==> src/rtl/sum_serializer.sv <==
`default_nettype none
// ============================================================================
// Module   : sum_serializer
// Function : Captures an adder sum on LOAD and shifts it out serially with
//            valid/done framing; optional even-parity bit when the macro
//            SUM_SERIALIZER_PARITY_EN is defined.
// Revision : 1.0 - initial release
// ============================================================================
module sum_serializer #(
    parameter int WIDTH     = 8,
    parameter bit MSB_FIRST = 1'b1
) (
    input  logic             clk,
    input  logic             rst_n,
    input  logic [WIDTH-1:0] d,
    input  logic             load,
    output logic             ready,
    output logic             sout,
    output logic             svalid,
    output logic             done,
    output logic             ovr
);

    localparam int              c_cnt_w = $clog2(WIDTH) + 1;
    localparam logic [c_cnt_w-1:0] c_last = c_cnt_w'(WIDTH - 1);

    localparam logic [1:0] c_idle  = 2'd0;
    localparam logic [1:0] c_shift = 2'd1;
    localparam logic [1:0] c_fin   = 2'd3;
`ifdef SUM_SERIALIZER_PARITY_EN
    localparam logic [1:0] c_par   = 2'd2;
    localparam logic [1:0] c_after = c_par;
`else
    localparam logic [1:0] c_after = c_fin;
`endif

    logic [1:0]         r_state;
    logic [WIDTH-1:0]   r_shreg;
    logic [c_cnt_w-1:0] r_cnt;
    logic               r_load_q;
    logic               r_ready;
    logic               r_sout;
    logic               r_svalid;
    logic               r_done;
    logic               r_ovr;

    logic [1:0]         w_state_nxt;
    logic [WIDTH-1:0]   w_shreg_nxt;
    logic [WIDTH-1:0]   w_shreg_shift;
    logic [c_cnt_w-1:0] w_cnt_nxt;
    logic               w_head;
    logic               w_sout_nxt;
`ifdef SUM_SERIALIZER_PARITY_EN
    logic               r_par;
    logic               w_par_nxt;
`endif

    generate
        if (MSB_FIRST) begin : g_msb_first
            assign w_shreg_shift = {r_shreg[WIDTH-2:0], 1'b0};
            assign w_head        = w_shreg_nxt[WIDTH-1];
        end else begin : g_lsb_first
            assign w_shreg_shift = {1'b0, r_shreg[WIDTH-1:1]};
            assign w_head        = w_shreg_nxt[0];
        end
    endgenerate

    always_comb begin
        w_state_nxt = r_state;
        w_shreg_nxt = r_shreg;
        w_cnt_nxt   = r_cnt;
`ifdef SUM_SERIALIZER_PARITY_EN
        w_par_nxt   = r_par;
`endif
        case (r_state)
            c_idle, c_fin: begin
                if (load) begin
                    w_state_nxt = c_shift;
                    w_shreg_nxt = d;
                    w_cnt_nxt   = '0;
`ifdef SUM_SERIALIZER_PARITY_EN
                    w_par_nxt   = ^d;
`endif
                end else begin
                    w_state_nxt = c_idle;
                end
            end
            c_shift: begin
                w_shreg_nxt = w_shreg_shift;
                w_cnt_nxt   = r_cnt + 1'b1;
                if (r_cnt == c_last) begin
                    w_state_nxt = c_after;
                end
            end
`ifdef SUM_SERIALIZER_PARITY_EN
            c_par: begin
                w_state_nxt = c_fin;
            end
`endif
            default: begin
                w_state_nxt = c_idle;
            end
        endcase
    end

    // Serial bit for the coming cycle, so SOUT leaves a flop directly.
    always_comb begin
        w_sout_nxt = 1'b0;
        if (w_state_nxt == c_shift) begin
            w_sout_nxt = w_head;
        end
`ifdef SUM_SERIALIZER_PARITY_EN
        else if (w_state_nxt == c_par) begin
            w_sout_nxt = w_par_nxt;
        end
`endif
    end

    always_ff @(posedge clk or negedge rst_n) begin
        if (!rst_n) begin
            r_state  <= c_idle;
            r_shreg  <= '0;
            r_cnt    <= '0;
            r_load_q <= 1'b0;
            r_ready  <= 1'b1;
            r_sout   <= 1'b0;
            r_svalid <= 1'b0;
            r_done   <= 1'b0;
            r_ovr    <= 1'b0;
`ifdef SUM_SERIALIZER_PARITY_EN
            r_par    <= 1'b0;
`endif
        end else begin
            r_state  <= w_state_nxt;
            r_shreg  <= w_shreg_nxt;
            r_cnt    <= w_cnt_nxt;
            r_load_q <= load;
            r_ready  <= (w_state_nxt == c_idle) || (w_state_nxt == c_fin);
            r_svalid <= (w_state_nxt != c_idle) && (w_state_nxt != c_fin);
            r_done   <= (w_state_nxt == c_fin);
            r_sout   <= w_sout_nxt;
`ifdef SUM_SERIALIZER_PARITY_EN
            r_par    <= w_par_nxt;
`endif
            // Only a fresh LOAD request counts as overrun; a LOAD held high
            // across back-to-back frames is a continuing request.
            if (load && !r_ready && !r_load_q) begin
                r_ovr <= 1'b1;
            end
        end
    end

    assign ready  = r_ready;
    assign sout   = r_sout;
    assign svalid = r_svalid;
    assign done   = r_done;
    assign ovr    = r_ovr;

endmodule
`default_nettype wire

==> config.mk <==
export PLATFORM = sky130hd
export DESIGN_NAME = sum_serializer
export DESIGN_NICKNAME = d
export VERILOG_FILES = /design/src/rtl/sum_serializer.sv
export SDC_FILE = /design/constraint.sdc
export NUM_CORES = 1
export LEC_CHECK = 0
export BUFFER_PORTS_ARGS = -buffer_cell sky130_fd_sc_hd__buf_2
export CAP_MARGIN = 20
export CORE_MARGIN = 1.5
export CORE_UTILIZATION = 25
export CTS_CLUSTER_DIAMETER = 80
export DETAILED_ROUTE_END_ITERATION = 8
export GPL_TIMING_DRIVEN = 0
export PLACE_DENSITY = 0.43
export SYNTH_ARGS = -nofsm -noshare
export SYNTH_HDL_FRONTEND = slang
export SYNTH_SLANG_ARGS = --single-unit
export TNS_END_PERCENT = 10
==> constraint.sdc <==
create_clock -name clk -period 3.19 [get_ports clk]
set_input_delay 0.638 -clock clk [delete_from_list [all_inputs] [get_ports clk]]
set_output_delay 0.638 -clock clk [all_outputs]
set_load 0.005 [all_outputs]
==> flow_summary.json <==
{
  "outcome": "completed",
  "grt_pass1_wl_um": 3150,
  "synth_edf_count": 0,
  "cts_tree": "done",
  "layout-drive-gt1-share_pct": 25.0,
  "slew_violations": 0,
  "drtIter0Drc": 9,
  "numClockSinks": 20,
  "drv_cap": 0,
  "cp_data_required_time_ns": 3.43,
  "grt_pass1_vias": 678,
  "cts_root_buf": "clkbuf_4",
  "clockBufferDepth": 2,
  "vias": 633,
  "ys_ff_latch": 20,
  "clkTransAtPathRegs_ns": 0.11,
  "critPathLaunchType": "flip-flop",
  "ctsResizeCount": 0,
  "skew_ns": 0.00785,
  "syn_area_um2": 906,
  "antenna_found_initial": 0,
  "setup_viol": 0,
  "synth_fp_nets": 97,
  "dp.final_hpwl_um": 1280,
  "yosysWarnings": 0,
  "finalNetCount": 117,
  "wl_per_cell_um": 11.8,
  "final-hold-violation-count": 0,
  "grt_max_degree": 21,
  "vias_per_cell": 4.34,
  "core_um2": 3420,
  "final_util_pct": 31.2,
  "slew_headroom_pct": 69.4,
  "initial_core_util_pct": 26.5,
  "routed_wl_um": 1730,
  "ir_worst_vdd_uv": 318,
  "numPortBuffers": 15,
  "final_antenna_net_count": 0,
  "gp_congestion": 0.690,
  "hold_buffers": 0,
  "dr.pass1.iters": 4,
  "p_leak_nw": 0.502,
  "fp.dieH_um": 63.2,
  "syn_inst": 81,
  "crit_path_end_kind": "flip-flop",
  "grtUsageTotal_pct": 9.81,
  "max_freq_mhz": 597,
  "die-area_um2": 3990,
  "crit_arrival_ns": 1.91,
  "hold_class": "input port to asynchronous set/reset pin",
  "rsz0062_at_grt": "no",
  "criticalPathCategory": "flip-flop to flip-flop",
  "ios": 16,
  "cts_setup_buffers": 0,
  "async_reset_ff_share_pct": 100,
  "path_max_fanout": 10,
  "synth.yosys.seq_area_share_pct": 55.4,
  "grt-ovfl-total": 0,
  "fin_setup_tns_ns": 0,
  "fp.dieW_um": 63.2,
  "power_density_nw_per_um2": 1070,
  "drc": 0,
  "syn_to_final_growth_pct": 17.5,
  "worstSkewPairLatency_ns": 0.29,
  "reg2reg_depth": 7,
  "cts_buffers": 3,
  "timing.final.crit_share_pct": 52.5,
  "tightestPinTransition_ns": 0.459,
  "synth_cell_type_count": 26,
  "post-route-min-period_ns": 1.67,
  "htree_levels": 1,
  "n_antenna_cell": 0,
  "row_count": 21,
  "avgSynthCellArea_um2": 11.2,
  "synth_ff_type": "dfrtp_1"
}
[critical path: stages (launching register included)]
cell,delay [ns]
dfrtp_1,0.42
inv_1,0.06
ha_1,0.25
buf_2,0.27
a21oi_1,0.06
nor2_1,0.21
ha_1,0.29
inv_1,0.05
[path summary, 6_finish.rpt]
kind / start / to / slack, ns
max reg2reg: r_state[1] / svalid / 1.52
min reg2reg: ovr / ovr / 0.46
min in group clk: ovr / ovr / 0.46
max in group asynchronous: rst_n / ready / 2.56
max: r_state[1] / svalid / 1.52
min: rst_n / r_shreg[5] / 0.27
[flip-flops by register name (all words and copies together) (netlist names)]
register,cells
done,1
ovr,1
r_cnt,4
r_load_q,1
r_shreg,8
r_state,2
ready,1
sout,1
svalid,1
[report_power, final]
| group | switching (W) | internal, W | total, W |
|---|---|---|---|
| Sequential | 0.0000596 | 0.000375 | 0.000434 |
| Combinational | 0.000313 | 0.000273 | 0.000585 |
| Clock | 0.0000728 | 0.0000486 | 0.000121 |
[cell usage after synthesis (all sizes together), types with 2 or more instances]
master	count	area (um^2)
o21ai	10	50.0
buf	3	27.5
nand2	10	37.5
nor2	3	11.3
ha	5	62.6
a22oi	7	52.6
inv	4	15.0
nor2b	2	12.5
nand2b	4	25.0
a22o	2	17.5
dfrtp	19	475
a31oi	2	18.8
[kinds of logic (layout without fill, tap and decap cells)]
logic type | after synthesis | after routing | synth area share (%)
AOI/OAI and AO/OA | 26 | 26 | 19.5
adders and majority gates | 5 | 5 | 6.91
buffers and inverters | 7 | 26 | 4.69
DFF | 20 | 20 | 55.4
muxes | 1 | 1 | 1.52
and+or+nand+nor | 22 | 22 | 12.0
[cell type report]
class	count	area (um^2)
Inverter	4	15.0
Buffer	3	27.5
Clock buffer	4	26.3
Multi-Input combinational cell	54	362
Tap cell	46	57.6
Sequential cell	20	502
Timing Repair Buffer	15	75.1
Fill cell	377	2350
[per-layer routing]
metal  vias up  GRT usage, %  share of wire (%)  wire length (um)
met2         6          14.5                 44               751
li1        321             -                  -                 -
met1       304          14.2                 52               900
met4         0          3.26               0.81                14
met3         2          2.14                3.4                59
met5         -             0                  0                 0
[through the flow]
step | power, W | hold WS, ns | setup slack (ns) | cells | instance area, um^2
after floorplan | 0.000891 | 0.342 | 1.75 | 81 | 906
after global placement | 0.00103 | 0.435 | 1.50 | 142 | 1040
after detailed placement | 0.00104 | 0.442 | 1.50 | 142 | 1040
after CTS | 0.00116 | 0.279 | 1.47 | 146 | 1060
after global routing | 0.00128 | 0.293 | 1.32 | 146 | 1060
final | 0.00114 | 0.274 | 1.52 | 146 | 1060
[cells in the final DEF (no fill, tap or decap), types with 3 or more instances in the layout]
master / instances
ha_1: 5
dfrtp_1: 19
inv_1: 3
buf_2: 16
nor2_1: 3
a22oi_1: 7
clkbuf_4: 3
o21ai_1: 9
nand2b_1: 4
nand2_1: 10
Power figures use the tool's default switching activity.
